===== config.mk =====
export PLATFORM = sky130hd
export DESIGN_NAME = mux_scan_ctrl
export DESIGN_NICKNAME = d
export VERILOG_FILES = /design/src/rtl/mux_scan_pkg.sv /design/src/rtl/mux_scan_timer.sv /design/src/rtl/mux_scan_ctrl.sv
export SDC_FILE = /design/constraint.sdc
export NUM_CORES = 1
export LEC_CHECK = 0
export ABC_AREA = 1
export CAP_MARGIN = 25
export CORE_UTILIZATION = 50
export CTS_CLUSTER_SIZE = 40
export DETAILED_ROUTE_END_ITERATION = 10
export PLACE_DENSITY_LB_ADDON = 0.15
export SLEW_MARGIN = 20
export SYNTH_ARGS = -nofsm -noshare
export SYNTH_HDL_FRONTEND = slang
export SYNTH_SLANG_ARGS = --single-unit
export TNS_END_PERCENT = 30

===== constraint.sdc =====
create_clock -name clk -period 2.3 [get_ports clk]
set_input_delay 0.46 -clock clk [delete_from_list [all_inputs] [get_ports clk]]
set_output_delay 0.46 -clock clk [all_outputs]
set_load 0.01 [all_outputs]

===== src/rtl/mux_scan_pkg.sv =====
// mux_scan_pkg: shared types and sizing for the mux4 scan controller
package mux_scan_pkg;
  typedef enum logic [1:0] {IDLE, SCAN, DONE} scan_state_t;
  localparam int NCH = 4;
  localparam int IDX_W = 2;
  function automatic int timer_w(input int settle);
    return settle > 0 ? $clog2(settle + 1) : 1;
  endfunction
endpackage


===== src/rtl/mux_scan_timer.sv =====
// mux_scan_timer: per-channel settle counter, expire when count reaches SETTLE
module mux_scan_timer
  import mux_scan_pkg::*;
#(
  parameter int SETTLE = 1
) (
  input  logic clk,
  input  logic rst_n,
  input  logic clr,
  input  logic en,
  output logic expire
);
  localparam int TW = timer_w(SETTLE);
  logic [TW-1:0] r_cnt;
  assign expire = r_cnt == TW'(SETTLE);
  // count up while enabled, holding at SETTLE so it never wraps
  always_ff @(posedge clk) begin
    if (!rst_n) r_cnt <= '0;
    else if (clr) r_cnt <= '0;
    else if (en && !expire) r_cnt <= r_cnt + 1'b1;
  end
endmodule


===== src/rtl/mux_scan_ctrl.sv =====
// mux_scan_ctrl: scans mux4 channels 0..3 into a 4-bit word with valid/ready (macro MUX_SCAN_CONT_EN: continuous mode)
module mux_scan_ctrl
  import mux_scan_pkg::*;
#(
  parameter int SETTLE = 1
) (
  input  logic       clk,
  input  logic       rst_n,
  input  logic       start,
  input  logic       y,
  output logic       s0,
  output logic       s1,
  output logic       e,
  output logic [3:0] data_out,
  output logic       valid,
  input  logic       ready,
  output logic       busy
);
`ifdef MUX_SCAN_CONT_EN
  localparam bit CONT = 1'b1;
`else
  localparam bit CONT = 1'b0;
`endif
  scan_state_t      r_state;
  logic [IDX_W-1:0] r_idx;
  logic [NCH-1:0]   r_data;
  logic             r_e;
  logic             r_valid;
  logic             r_busy;
  logic             w_expire;
  logic             w_go;
  assign w_go = start || CONT;
  mux_scan_timer #(.SETTLE(SETTLE)) u_timer (
    .clk    (clk),
    .rst_n  (rst_n),
    .clr    (r_state != SCAN || w_expire),
    .en     (r_state == SCAN),
    .expire (w_expire)
  );
  assign s0       = r_idx[0];
  assign s1       = r_idx[1];
  assign e        = r_e;
  assign data_out = r_data;
  assign valid    = r_valid;
  assign busy     = r_busy;
  // scan sequencer: select channel, sample y when its settle window ends, hand off word
  always_ff @(posedge clk) begin
    if (!rst_n) begin
      r_state <= IDLE;
      r_idx   <= '0;
      r_data  <= '0;
      r_e     <= 1'b0;
      r_valid <= 1'b0;
      r_busy  <= 1'b0;
    end else begin
      case (r_state)
        IDLE: if (w_go) begin
          r_state <= SCAN;
          r_idx   <= '0;
          r_e     <= 1'b1;
          r_busy  <= 1'b1;
        end
        SCAN: if (w_expire) begin
          r_data[r_idx] <= y;
          if (r_idx == IDX_W'(NCH - 1)) begin
            r_state <= DONE;
            r_idx   <= '0;
            r_valid <= 1'b1;
            r_e     <= 1'b0;
            r_busy  <= 1'b0;
          end else r_idx <= r_idx + 1'b1;
        end
        DONE: if (ready) begin
          r_valid <= 1'b0;
          r_state <= CONT ? SCAN : IDLE;
          r_e     <= CONT;
          r_busy  <= CONT;
        end
        default: r_state <= IDLE;
      endcase
    end
  end
endmodule


==> results.toml <==
[run_status]
outcome = "finished, final reports clean"

[critical_path]
critPathMaxFanout = 5
crit_buf_inv = 1
max_stage_delay_ps = 560
r2r-start = "r_state[1]"
startpoint_type = "flop"
worstSetupPathType = "reg -> out"
endpoint_kind = "output port"
crit_arrival_ps = 1220
worstPathCellList = "clkdlybuf4s50_1"
slowest_stage = "clkdlybuf4s50_1"
path_delay_family = "buffers and inverters"
startpoint = "r_idx[0]"
worstPathRequired_ps = 1840
rrSetupSlack_ps = 860

[global_route]
track_usage = 0.229
grt_first_pass_wirelength_um = 2200
antenna_found_initial = 0
grt_pass1_vias = 523
grt-ovfl-total = 0
grt_start_max_net_pins = 11

[placed_design]
dp_hpwl_um = 959
placedCellCount = 115
gp_congestion = 0.837
io_buffers = 13

[yosys]
ys_warn_count = 0
synth-seq-cells = 11
synth_cell_types = 18
syn_area_um2 = 662
netlist_instances = 90
synthesis.nets = 105
avgSynthCellArea_um2 = 7.35
synth-seq-area-share = 0.333

[clock_tree]
ctsHoldBuffers = 0
cts_resized = 0
clk_pin_slew_ps = 70
cts_buffers = 3
clock_latency_ps = 270
cts_setup_buffers = 0
h-tree-depth = 1
root_buffer = "clkbuf_4"
clk_path_buf_depth = 2
cts_tree = "done"
numClockSinks = 11

[finish]
syn2layout_area_growth_pct = 24.0
final_util = 0.701
nets = 121
antennaDiodeCount = 0
stdcell_count = 119
drive_gt1_frac = 0.0952

[drt]
drcViolationCount = 0
drt_wl_total_um = 1240
dr.first_iter.drc_count = 1
dr.pass1.iters = 4
vias_per_cell = 4.76
drt.antenna.violating_nets = 0
wire_per_inst_um = 10.5
via_count = 567

[timing]
finalMaxSlewViolations = 0
tns_ps = 0
relSlewSlack = 0.766
fin_skew_ps = 1.14
fmax_mhz = 596
period_share = 0.730
fin_crit_ps = 1680
timing.hold.ws_ps = 446
worst_pin_slew_ps = 351
rsz0062_at_grt = "no"
hold_viol = 0
finalSetupViolCount = 0

[floorplan]
coreArea_um2 = 1170
ioPinCount = 14
die-height_um = 38.4
die_w_um = 38.4
row_count = 12
die_area_um2 = 1470
start_util = 0.565

[power]
power_mw = 0.955
ir_worst_vdd_mv = 0.578
p_leak_nw = 0.375
p_per_area_nw_per_um2 = 1160

[min_path]
hp-start = "data_out[0]"
worstHoldPathType = "reg -> reg"

[flow_run]
cap_violations = 0
==> cells in the mapped netlist <==
library cell   n  area share
nor2_2         2       0.019
nand3_1        7       0.053
or2_1          1      0.0095
o21ai_1        3       0.023
dfxtp_1       11        0.33
nand2_2        1      0.0095
a21oi_1        5       0.038
nand2_1       13       0.074
clkinv_1       1      0.0057
ha_1          10        0.19
inv_2          2       0.011
inv_1         15       0.085
nand2_4        1       0.017
nor2_1         9       0.051
nand3_2        1       0.015
nor3_1         2       0.015
o21ai_0        4       0.030
buf_4          2       0.023
==> through the flow <==
step | instance area, µm² | setup slack (ps)
final | 821 | 622
after global routing | 821 | 564
after CTS | 821 | 604
after detailed placement | 795 | 755
after global placement | 795 | 781
after floorplan | 662 | 1060
==> cell usage in the layout, fill, tap and decap left out <==
cell,netlist,final
nand2_4,1,1
clkdlybuf4s50_1,0,13
clkbuf_4,0,3
inv_1,15,15
ha_1,10,10
clkbuf_1,0,1
dfxtp_1,11,11
o21ai_1,3,3
nor2_1,9,9
inv_2,2,2
nand2_2,1,1
nor3_1,2,2
nor2_2,2,2
nand3_2,1,1
nand2_1,13,13
nand3_1,7,7
or2_1,1,1
a21oi_1,5,5
clkinv_1,1,1
o21ai_0,4,4
==> path summary, 6_finish.rpt <==
check,endpoint,cells past startpoint
worst min register to register,data_out[0],2
worst max register to register,busy,8
worst max-delay path,s0,1
worst min-delay path,data_out[0],2
==> power breakdown <==
part	internal (mW)	total [mW]	switching, mW
clock	0.0673	0.135	0.0679
combinational	0.220	0.528	0.309
sequential	0.241	0.292	0.0510
total	0.528	0.955	0.427
==> registers in the layout, summed over array words and instances (netlist names) <==
name,cells
data_out,4
r_idx,2
r_state,2
busy,1
u_timer.expire,1
valid,1
==> logic make-up (layout without fill, tap and decap cells) <==
| group | count (synthesis) | after routing | synth area share |
|---|---|---|---|
| adders and majority gates | 10 | 10 | 0.189 |
| AOI/OAI and AO/OA | 12 | 12 | 0.0907 |
| DFF | 11 | 11 | 0.333 |
| and+or+nand+nor | 37 | 37 | 0.263 |
| buffers and inverters | 20 | 35 | 0.125 |
==> final cells by class <==
cell class | count | area, µm²
flip-flops and latches | 11 | 220
inverters | 18 | 67.6
multi-input cells | 59 | 359
well taps | 14 | 17.5
clock buffers | 4 | 26.3
fillers | 107 | 350
repair buffers | 13 | 130
==> routing by layer <==
metal	GRT usage	share of wire	vias up
met5	0	0	-
met4	0.155	0.028	0
met3	0.0872	0.051	5
met2	0.347	0.45	11
met1	0.264	0.47	245
li1	-	-	306
(Power assumes the default switching activity.)
